File: config.mk
export PLATFORM = sky130hd
export DESIGN_NAME = riscv_instr_encoder
export DESIGN_NICKNAME = d
export VERILOG_FILES = /design/src/rtl/riscv_instr_encoder.sv
export SDC_FILE = /design/constraint.sdc
export NUM_CORES = 1
export LEC_CHECK = 0
export CORE_MARGIN = 2
export CORE_UTILIZATION = 47
export CTS_CLUSTER_DIAMETER = 60
export DETAILED_ROUTE_END_ITERATION = 8
export HOLD_SLACK_MARGIN = 0.08
export PLACE_DENSITY_LB_ADDON = 0.08
export SYNTH_ARGS = -nofsm -noshare
export SYNTH_HDL_FRONTEND = slang
export SYNTH_SLANG_ARGS = --single-unit
File: constraint.sdc
create_clock -name clk -period 2.8 [get_ports clk]
set_input_delay 0.42 -clock clk [delete_from_list [all_inputs] [get_ports clk]]
set_output_delay 0.42 -clock clk [all_outputs]
set_load 0.05 [all_outputs]
File: src/rtl/riscv_instr_encoder.sv
// Boot-time program loader: encodes symbolic RV32I requests and streams them into
// instruction memory, holding the core in reset until a clean program is loaded.
//   state | meaning
//   IDLE  | after reset, waiting for start
//   LOAD  | accepting and writing instructions
//   DONE  | program complete, core released
//   ERR   | session aborted, err_code valid
module riscv_instr_encoder #(
  parameter int ADDR_W     = 8,
  parameter int START_ADDR = 0
) (
  input  logic              clk,
  input  logic              rst_n,
  input  logic              start,
  input  logic              in_valid,
  output logic              in_ready,
  input  logic [3:0]        in_kind,
  input  logic [4:0]        in_rd,
  input  logic [4:0]        in_rs1,
  input  logic [4:0]        in_rs2,
  input  logic [31:0]       in_imm,
  input  logic              in_last,
  output logic              mem_we,
  output logic [ADDR_W+1:0] mem_addr,
  output logic [31:0]       mem_wdata,
  output logic [ADDR_W:0]   count,
  output logic              busy,
  output logic              done,
  output logic              err,
  output logic [1:0]        err_code,
  output logic              cpu_hold
);

  typedef enum logic [1:0] {S_IDLE, S_LOAD, S_DONE, S_ERR} state_t;

  localparam logic [ADDR_W-1:0] START_W = ADDR_W'(START_ADDR);
  localparam logic [ADDR_W-1:0] LAST_W  = '1;
  localparam logic [ADDR_W-1:0] ONE_W   = ADDR_W'(1);
  localparam logic [ADDR_W:0]   ONE_C   = (ADDR_W+1)'(1);

  localparam logic [6:0] OP_R    = 7'b0110011;
  localparam logic [6:0] OP_IMM  = 7'b0010011;
  localparam logic [6:0] OP_LD   = 7'b0000011;
  localparam logic [6:0] OP_ST   = 7'b0100011;
  localparam logic [6:0] OP_BR   = 7'b1100011;
  localparam logic [6:0] OP_JAL  = 7'b1101111;
  localparam logic [6:0] OP_JALR = 7'b1100111;
  localparam logic [6:0] OP_LUI  = 7'b0110111;

  state_t              state_q, state_d;
  logic [ADDR_W-1:0]   word_q, word_d;
  logic [ADDR_W:0]     count_q, count_d;
  logic [1:0]          code_q, code_d;
  logic                we_q, we_d;
  logic [ADDR_W+1:0]   addr_q, addr_d;
  logic [31:0]         wdata_q, wdata_d;

  logic [31:0] enc_word;
  logic        enc_illegal, enc_range_bad;
  logic        i_ok, b_ok, j_ok, u_ok;

  // Sign-extension checks: upper bits all equal means the value fits the field.
  assign i_ok = (&in_imm[31:11]) || ~(|in_imm[31:11]);
  assign b_ok = ((&in_imm[31:12]) || ~(|in_imm[31:12])) && !in_imm[0];
  assign j_ok = ((&in_imm[31:20]) || ~(|in_imm[31:20])) && !in_imm[0];
  assign u_ok = ~(|in_imm[11:0]);

  always_comb begin
    enc_word      = 32'h0;
    enc_illegal   = 1'b0;
    enc_range_bad = 1'b0;
    case (in_kind)
      4'd0:  enc_word = {7'b0000000, in_rs2, in_rs1, 3'b000, in_rd, OP_R};
      4'd1:  enc_word = {7'b0100000, in_rs2, in_rs1, 3'b000, in_rd, OP_R};
      4'd2:  enc_word = {7'b0000000, in_rs2, in_rs1, 3'b111, in_rd, OP_R};
      4'd3:  enc_word = {7'b0000000, in_rs2, in_rs1, 3'b110, in_rd, OP_R};
      4'd4:  enc_word = {7'b0000000, in_rs2, in_rs1, 3'b010, in_rd, OP_R};
      4'd5:  begin enc_word = {in_imm[11:0], in_rs1, 3'b000, in_rd, OP_IMM};  enc_range_bad = !i_ok; end
      4'd6:  begin enc_word = {in_imm[11:0], in_rs1, 3'b110, in_rd, OP_IMM};  enc_range_bad = !i_ok; end
      4'd7:  begin enc_word = {in_imm[11:0], in_rs1, 3'b010, in_rd, OP_IMM};  enc_range_bad = !i_ok; end
      4'd8:  begin enc_word = {in_imm[11:0], in_rs1, 3'b010, in_rd, OP_LD};   enc_range_bad = !i_ok; end
      4'd9:  begin
        enc_word = {in_imm[11:5], in_rs2, in_rs1, 3'b010, in_imm[4:0], OP_ST};
        enc_range_bad = !i_ok;
      end
      4'd10, 4'd11: begin
        enc_word = {in_imm[12], in_imm[10:5], in_rs2, in_rs1, {2'b00, in_kind[0]},
                    in_imm[4:1], in_imm[11], OP_BR};
        enc_range_bad = !b_ok;
      end
      4'd12: begin
        enc_word = {in_imm[20], in_imm[10:1], in_imm[11], in_imm[19:12], in_rd, OP_JAL};
        enc_range_bad = !j_ok;
      end
      4'd13: begin enc_word = {in_imm[11:0], in_rs1, 3'b000, in_rd, OP_JALR}; enc_range_bad = !i_ok; end
      4'd14: begin enc_word = {in_imm[31:12], in_rd, OP_LUI};                 enc_range_bad = !u_ok; end
      default: enc_illegal = 1'b1;
    endcase
  end

  always_comb begin
    state_d = state_q;
    word_d  = word_q;
    count_d = count_q;
    code_d  = code_q;
    we_d    = 1'b0;
    addr_d  = addr_q;
    wdata_d = wdata_q;
    case (state_q)
      S_IDLE, S_DONE, S_ERR: begin
        if (start) begin
          state_d = S_LOAD;
          word_d  = START_W;
          count_d = '0;
          code_d  = 2'd0;
        end
      end
      S_LOAD: begin
        if (in_valid) begin
          if (enc_illegal) begin
            state_d = S_ERR;
            code_d  = 2'd1;
          end else if (enc_range_bad) begin
            state_d = S_ERR;
            code_d  = 2'd2;
          end else begin
            we_d    = 1'b1;
            addr_d  = {word_q, 2'b00};
            wdata_d = enc_word;
            word_d  = word_q + ONE_W;
            count_d = count_q + ONE_C;
            // A final word exactly at the top of memory still counts as a clean finish.
            if (in_last) begin
              state_d = S_DONE;
            end else if (word_q == LAST_W) begin
              state_d = S_ERR;
              code_d  = 2'd3;
            end
          end
        end
      end
      default: state_d = S_IDLE;
    endcase
  end

  always_ff @(posedge clk or negedge rst_n) begin
    if (!rst_n) begin
      state_q <= S_IDLE;
      word_q  <= '0;
      count_q <= '0;
      code_q  <= 2'd0;
      we_q    <= 1'b0;
      addr_q  <= '0;
      wdata_q <= 32'h0;
    end else begin
      state_q <= state_d;
      word_q  <= word_d;
      count_q <= count_d;
      code_q  <= code_d;
      we_q    <= we_d;
      addr_q  <= addr_d;
      wdata_q <= wdata_d;
    end
  end

  assign in_ready  = (state_q == S_LOAD);
  assign busy      = (state_q == S_LOAD);
  assign done      = (state_q == S_DONE);
  assign err       = (state_q == S_ERR);
  assign cpu_hold  = (state_q != S_DONE);
  assign err_code  = code_q;
  assign count     = count_q;
  assign mem_we    = we_q;
  assign mem_addr  = addr_q;
  assign mem_wdata = wdata_q;

endmodule

==> flow_summary.toml, run 1 <==
[run_status]
status = "completed"

[worst_setup_path]
worstPathMaxFanout = 15
arrival_ns = 2.75
slowest_delay_ns = 0.60
crit_type = "in2reg"
crit_chain = "clkdlybuf4s50_1, or4_1, nor2_1, a22oi_1, o211a_1, o311a_1, a211o_1"
crit_path_start_kind = "primary input"
critical-path-slowest-cell = "or4_1"
crit_required_ns = 3.04
endpoint_kind = "flip-flop"

[final_layout]
area_growth_pct = 45.0
layout_common_cells = "clkdlybuf4s50_1, dfrtp_1, buf_4"
drive_gt1_share_pct = 15.9
fill_cells = 626
nets = 574
mostFrequentLayoutCell = "clkdlybuf4s50_1"
post-route-cell-area_um2 = 5370
antenna_cells = 0

[placed_design]
hpwl_um = 8380
post_dp_cell_area_um2 = 5170
pre_cts_ws_ns = -0.0695
portBuffers = 112
place_congestion = 0.909

[clock_network]
cts-htree-levels = 3
clock-sinks = 61
clk_latency_ns = 0.35
cts_root_buffer = "clkbuf_8"
tritoncts = "built"
cts_resized = 0
cts_setup_buffers = 0
cts_made_buffers = 9
clkSlewWorstSetupHoldPaths_ns = 0.08
clock_path_buffers = 2

[sta]
setup-violations-final = 0
maxSlewViolCount = 0
final.period_utilization_pct = 89.7
rsz0062_at_grt = "false"
fmax_ghz = 0.398
skew_ns = 0.0128
fin_ws_ns = 0.288
period_minus_slack_ns = 2.51
max-slew-margin-rel_pct = 57.4
tightest_slew_ns = 0.632
finalHoldViolations = 0
fin_hold_ws_ns = 0.486

[power]
power_density_nw_per_um2 = 872
vdd_drop_max_uv = 619
cellLeakagePower_nw = 2.40

[route]
drt-initial-drc-count = 358
drc = 0
final_antenna_net_count = 0
route.vias.total = 3704
routedWlPerCell_um = 17.7
wl_um = 11000
vias_per_cell = 5.95
detail_route.first_pass.iterations = 5

[synthesis]
syn_area_um2 = 3710
synth_area_leaders = "dfrtp_1, mux2_1, a22o_1"
synth_flop_cell = "dfrtp_1"
yosysSeqAreaShare_pct = 41.2
syn_inst = 373
yosysTopAreaCell = "dfrtp_1"
yosys_warnings = 0
synthArstFlopShare_pct = 100
synth.top_cell.area_share_pct = 41.2
synth.distinct_cells = 60
syn-mean-instance-area_um2 = 9.94
synth-seq-cells = 61
synth_enable_flop_cells = 0

[global_routing]
grt_pass1_vias = 3565
grtUsageTotal_pct = 26.6
gr-total-overflow = 0
grt_max_degree = 26
grt_antenna_before_repair = 0
grt_pass1_wl_um = 18100

[min_path]
min_path_type = "reg2reg"

[die]
ios = 115
core_area_um2 = 7690
die_h_um = 92.8
dieArea_um2 = 8610
start_util_pct = 48.2
die_w_um = 92.8
rows = 32

[run]
maxCapViolations = 0
-- per-stage QoR --
| stage | std cells | utilization, % | TNS (ns) | power, mW |
|---|---|---|---|---|
| floorplan | 374 | - | 0 | 2.97 |
| global placement | 606 | 67.2 | -0.124 | 3.85 |
| detailed placement | 606 | 67.2 | -0.312 | 3.91 |
| CTS | 623 | 69.9 | 0 | 4.72 |
| global route | 623 | 69.9 | 0 | 4.91 |
| finish | 623 | 69.9 | 0 | 4.69 |
-- power by group --
part / internal [mW] / switching, mW
combinational: 0.928 / 1.59
clock: 0.413 / 0.384
sequential: 1.18 / 0.191
-- area by class of cell --
cell class                      count  area, um^2  share of cell area [%]
Clock buffer                        9         124                    2.31
Clock inverter                      7        73.8                    1.37
Inverter                           16        61.3                    1.14
Multi-Input combinational cell    267        1950                    36.3
Sequential cell                    61        1530                    28.4
Tap cell                          102         128                    2.37
Timing Repair Buffer              161        1510                    28.1
-- flip-flops by register name, indices dropped and copies added, names as in the netlist --
| register | flops |
|---|---|
| mem_wdata | 31 |
| count | 9 |
| mem_addr | 8 |
| word_q | 8 |
| err_code | 2 |
| state_q | 2 |
| mem_we | 1 |
-- Yosys cell counts, types with 3 or more instances --
cell type   n
and3_1      8
nor2b_1     3
nor4_1     12
clkbuf_1   12
a22o_1     15
a32oi_1     6
mux2_2      4
mux2_1     25
o311a_1     5
dfrtp_1    61
nand4_1    13
a221oi_1    4
a221o_1     4
nand2b_1    6
a211o_1     5
o211ai_1    3
nand2_1    33
o21ai_0    11
mux2i_1     8
a21oi_1    11
buf_2       7
buf_6       5
nor2_1     18
a41o_1      5
a22oi_1     6
inv_1      13
a31oi_1    11
mux2_4      5
buf_4       4
a41oi_1     5
nor3_1      6
-- critical path, delay by kind of cell --
kind | cells | cell delay [ns]
AOI/OAI and AO/OA | 4 | 1.18
and+or+nand+nor | 2 | 0.72
buffers and inverters | 1 | 0.43
-- cells by family after synthesis --
logic type               share of synthesized area (%)
other                                            0.101
AO/OA/AOI/OAI                                     23.3
adder cells (fa/ha/maj)                          0.675
multiplexers                                      13.0
buffers and inverters                             6.34
flip-flops                                        41.2
AND/OR/NAND/NOR                                   15.4
-- worst paths after layout --
| check | start | to | slack [ns] | depth (start not counted) |
|---|---|---|---|---|
| worst max-delay path | in_imm[13] | count[7] | 0.29 | 7 |
| worst min register to register | mem_wdata[18] | mem_wdata[18] | 0.49 | 1 |
| worst max register to register | state_q[1] | word_q[7] | 0.39 | 8 |
| worst min-delay path | mem_wdata[18] | mem_wdata[18] | 0.49 | 1 |
| min in group asynchronous | rst_n | mem_wdata[6] | 0.51 | 2 |
| max in group asynchronous | rst_n | mem_addr[9] | 1.63 | 3 |
-- what timing repair did --
| item | 4_1_cts | 5_1_grt |
|---|---|---|
| hold endpoints to repair | 15 | 0 |
| hold buffers | 1 | 0 |
| endpoints found under the setup margin | 0 | 0 |
-- layer usage --
metal	wire length (um)	part of all wire (%)	track usage, %	up-vias
li1	-	-	-	1733
met1	5190	47	39.1	1764
met2	4810	44	38.7	183
met3	799	7.2	5.29	24
met4	242	2.2	10.3	0
met5	0	0	0	-
Power figures use the tool's default switching activity.
==> run 2: changes to the inputs <==
- ABC_AREA: not set -> 1
- TNS_END_PERCENT: not set -> 5
==> flow_summary.toml, run 2 <==
[clock_network]
hold_buffers = 0
cts-htree-levels = 3
clkSlewWorstSetupHoldPaths_ns = 0.07
cts_resized = 0
clk_latency_ns = 0.34
cts_made_buffers = 9
cts_root_buffer = "clkbuf_8"
clock-sinks = 61
cts_setup_buffers = 0
clock_path_buffers = 2
tritoncts = "built"

[worst_setup_path]
crit_type = "reg2out"
reg2reg_from = "state_q[1]"
arrival_ns = 1.96
worstPathMaxFanout = 11
rr_worst_depth = 8
r2r_slack_ns = 0.90
crit_path_start_kind = "flip-flop"
endpoint_kind = "primary output"
crit_required_ns = 2.38
worstReg2RegEnd = "word_q[1]"

[global_routing]
grt_antenna_before_repair = 0
grtUsageTotal_pct = 26.6
grt_pass1_wl_um = 17900
grt_pass1_vias = 3746
grt_max_degree = 62
gr-total-overflow = 0

[die]
ios = 115
die_w_um = 92.3
dieArea_um2 = 8510
core_area_um2 = 7650
rows = 32
start_util_pct = 47.9
die_h_um = 92.3

[synthesis]
synth_area_leaders = "dfrtp_1, nand2_1, nor2_1"
yosys_warnings = 0
yosysTopAreaCell = "dfrtp_1"
synthArstFlopShare_pct = 100
yosys-top-cells-count = "nand2_1, nor2_1, dfrtp_1, nand3_1, inv_1"
synth_most_common_cell = "nand2_1"
synth_enable_flop_cells = 0
syn-mean-instance-area_um2 = 7.16
synth.distinct_cells = 39
synth_flop_cell = "dfrtp_1"
syn_inst = 511
yosysSeqAreaShare_pct = 41.7
synth-seq-cells = 61
syn_area_um2 = 3660
synth.top_cell.area_share_pct = 41.7

[sta]
setup-violations-final = 0
final.period_utilization_pct = 84.9
maxSlewViolCount = 0
fin_ws_ns = 0.424
period_minus_slack_ns = 2.38
fin_hold_ws_ns = 0.241
max-slew-margin-rel_pct = 47.1
fin_tns_setup_ns = 0
finalHoldViolations = 0
rsz0062_at_grt = "false"
skew_ns = 0.0116
fmax_ghz = 0.421
tightest_slew_ns = 0.793

[final_layout]
drive_gt1_share_pct = 7.45
post-route-cell-area_um2 = 5070
mostFrequentLayoutCell = "nand2_1"
area_growth_pct = 38.5
layout_common_cells = "nand2_1, clkdlybuf4s50_1, nor2_1"
final_util_pct = 66.3
largest_reg_flops = 31
antenna_cells = 0
regArea_um2 = 1530
fill_cells = 696
nets = 684
final_cells = 733
multi_input_area_um2 = 1830

[run_status]
status = "completed"

[placed_design]
dp_cells = 717
hpwl_um = 8220
pre_cts_ws_ns = 0.174
portBuffers = 112
place_congestion = 0.937
post_dp_cell_area_um2 = 4880

[power]
pwr-share-clk_pct = 17.3
switchingPower_mw = 2.20
cellLeakagePower_nw = 2.30
vdd_drop_max_uv = 689
internal_power_mw = 2.37
p_seq_share_pct = 28.9
power_density_nw_per_um2 = 901
power_frac_comb_pct = 53.9
p_total_mw = 4.57
swShare_pct = 48.2

[run]
maxCapViolations = 0

[route]
vias_per_cell = 5.27
drt-initial-drc-count = 350
final_antenna_net_count = 0
routedWlPerCell_um = 14.9
wl_um = 10900
detail_route.first_pass.iterations = 5
drc = 0
route.vias.total = 3865

[min_path]
min_path_type = "in2async"
run 2: cell types whose count changed after synthesis, moves of 13 or more:
| cell | delta |
|---|---|
| a22o_1 | -13 |
| inv_1 | +20 |
| nand3_1 | +34 |
| mux2_1 | -25 |
| nor2_1 | +50 |
| o21ai_1 | +17 |
| nand2_1 | +128 |
run 2: worst max-delay path by stage:
stage / slack [ns] / to / cells after the start / from
5_1_grt: 0.29 / busy / 4 / state_q[1]
3_3_place_gp: 0.14 / count[6] / 10 / in_kind[3]
6_report: 0.42 / busy / 4 / state_q[1]
2_1_floorplan: 0.84 / cpu_hold / 2 / state_q[0]
3_5_place_dp: 0.17 / mem_addr[4] / 13 / in_imm[27]
4_1_cts: 0.41 / busy / 4 / state_q[1]
run 2: per-layer routing:
| layer | vias up | share of wire (%) | track usage, % |
|---|---|---|---|
| met5 | - | 0 | 0 |
| met4 | 0 | 1.3 | 7.71 |
| met3 | 16 | 6.6 | 5.59 |
| met2 | 147 | 46 | 42.7 |
| met1 | 1793 | 46 | 36.3 |
| li1 | 1909 | - | - |
run 2: critical path: stages (launching register included):
cell             delay (ns)
dfrtp_1                0.37
inv_1                  0.06
nand2_1                0.08
clkinv_1               0.30
clkdlybuf4s50_1        0.81
run 2: area by class of cell:
cell class	count	area share (%)
Inverter	43	3.18
Timing Repair Buffer	124	24.3
Tap cell	102	2.52
Sequential cell	61	30.1
Clock inverter	4	0.938
Clock buffer	12	2.86
Multi-Input combinational cell	387	36.1
run 2: power groups by stage:
stage               registers [mW]  logic [mW]  clock network (mW)
finish                        1.32        2.46               0.789
global route                  1.35        2.61               0.835
detailed placement            1.33        2.46                   0
floorplan                     2.15       0.767                   0
global placement              1.32        2.43                   0
CTS                           1.32        2.47               0.797
run 2: kinds of logic after synthesis:
group | Yosys count | share of synthesized area [%]
compound gates | 80 | 13.6
other cells | 1 | 0.102
xor+xnor | 3 | 0.718
fa+ha+maj | 2 | 0.683
simple gates | 300 | 34.8
buf+inv | 64 | 8.41
flops | 61 | 41.7
==> run 3: changes to the inputs <==
- clock period: 2.8 -> 2.3 ns (I/O delays scaled with it)
==> flow_summary.toml, run 3 (synthesis gave the netlist of run 2 again) <==
[final_layout]
regArea_um2 = 1530
multi_input_area_um2 = 1830
nets = 724
final_util_pct = 70.2
antenna_cells = 0
area_growth_pct = 46.6
largest_reg_flops = 31
layout_common_cells = "nand2_1, clkdlybuf4s50_1, nor2_1"
mostFrequentLayoutCell = "nand2_1"
drive_gt1_share_pct = 13.1
fill_cells = 653

[global_routing]
busiest_layer = "met2"
grt_pass1_vias = 3732
grt_use_met1_pct = 38.2
grt_pass1_wl_um = 18000
grt_antenna_before_repair = 0
grt_util_met2_pct = 43.1
grtUsageTotal_pct = 26.8
gr-total-overflow = 0
met3_usage_pct = 4.85
grt_max_degree = 62

[clock_network]
cts_made_buffers = 9
cts-htree-levels = 3
clk_latency_ns = 0.34
tritoncts = "built"
clock_path_buffers = 2
clkSlewWorstSetupHoldPaths_ns = 0.07
clock-sinks = 61
cts_root_buffer = "clkbuf_8"

[die]
start_util_pct = 47.9
core_area_um2 = 7650
rows = 32
die_w_um = 92.3
ios = 115
dieArea_um2 = 8510
die_h_um = 92.3

[route]
drt-initial-drc-count = 214
wl_um = 11000
routedWlPerCell_um = 14.2
vias_per_cell = 5.16
detail_route.first_pass.iterations = 4
drc = 0
final_antenna_net_count = 0
route.vias.total = 3990

[sta]
max-slew-margin-rel_pct = 64.0
period_minus_slack_ns = 2.10
final.period_utilization_pct = 91.3
tightest_slew_ns = 0.539
skew_ns = 0.00866
fin_hold_ws_ns = 0.475
maxSlewViolCount = 0
finalHoldViolations = 0
setup-violations-final = 0
fmax_ghz = 0.476
rsz0062_at_grt = "false"

[worst_setup_path]
crit_type = "in2reg"
arrival_ns = 2.32
cp-startpoint = "in_kind[2]"
crit_required_ns = 2.52
reg2reg_from = "word_q[1]"
endpoint_kind = "flip-flop"
crit_path_start_kind = "primary input"
worstPathMaxFanout = 6

[placed_design]
portBuffers = 112
place_congestion = 0.910
hpwl_um = 8600

[run_status]
status = "completed"

[power]
p_total_mw = 5.63
power_density_nw_per_um2 = 1050
cellLeakagePower_nw = 2.49
vdd_drop_max_uv = 810

[min_path]
holdCritStartpoint = "err_code[0]"
min_path_type = "reg2reg"

[run]
maxCapViolations = 0
-- run 3: through the flow --
step | TNS [ns] | setup slack (ns) | cells | instance area [um^2]
floorplan | 0 | 0.350 | 512 | 3660
global placement | -0.873 | -0.0641 | 756 | 5160
detailed placement | -0.954 | -0.0861 | 756 | 5160
CTS | 0 | 0.231 | 773 | 5370
global route | 0 | 0.100 | 773 | 5370
finish | 0 | 0.200 | 773 | 5370
-- run 3: area by class of cell --
cell class                 count  area share, %
clock buffer                  12           2.70
clock inverter                 4          0.886
inverter                      43           3.01
multi-input combinational    387           34.1
sequential                    61           28.4
tap                          102           2.38
timing repair buffer         164           28.5
-- run 3: routing by layer --
layer | routed length, um | vias up
met5 | 0 | -
met1 | 5170 | 1861
li1 | - | 1989
met3 | 528 | 10
met2 | 5220 | 130
met4 | 93 | 0
-- run 3: what timing repair did --
| action | 4_1_cts | 5_1_grt |
|---|---|---|
| endpoints found under the hold margin | 61 | 0 |
| setup buffers | 0 | 0 |
| hold buffers | 1 | 0 |
| gates resized for setup | 0 | 0 |
-- run 3: power breakdown --
| part | switching, mW | total [mW] | internal (mW) |
|---|---|---|---|
| logic | 2.05 | 3.07 | 1.03 |
| clock network | 0.420 | 0.948 | 0.527 |
| registers | 0.211 | 1.61 | 1.40 |
-- run 3: path summary, 6_finish.rpt --
check / to / depth (start not counted) / slack [ns]
worst max register to register: err_code[1] / 11 / 0.34
worst min register to register: err_code[0] / 2 / 0.47
min in group asynchronous: mem_wdata[25] / 3 / 0.55
worst max-delay path: mem_wdata[25] / 12 / 0.20
worst min-delay path: err_code[0] / 2 / 0.47
max in group asynchronous: count[8] / 3 / 1.47
-- run 3: critical path, stage by stage --
cell	delay, ns
clkdlybuf4s50_1	0.58
buf_4	0.16
nor2_2	0.05
inv_2	0.05
nor2_1	0.03
buf_4	0.15
inv_1	0.07
nand2_1	0.08
nor2_1	0.11
clkinv_1	0.22
a22oi_1	0.36
o21ai_2	0.10
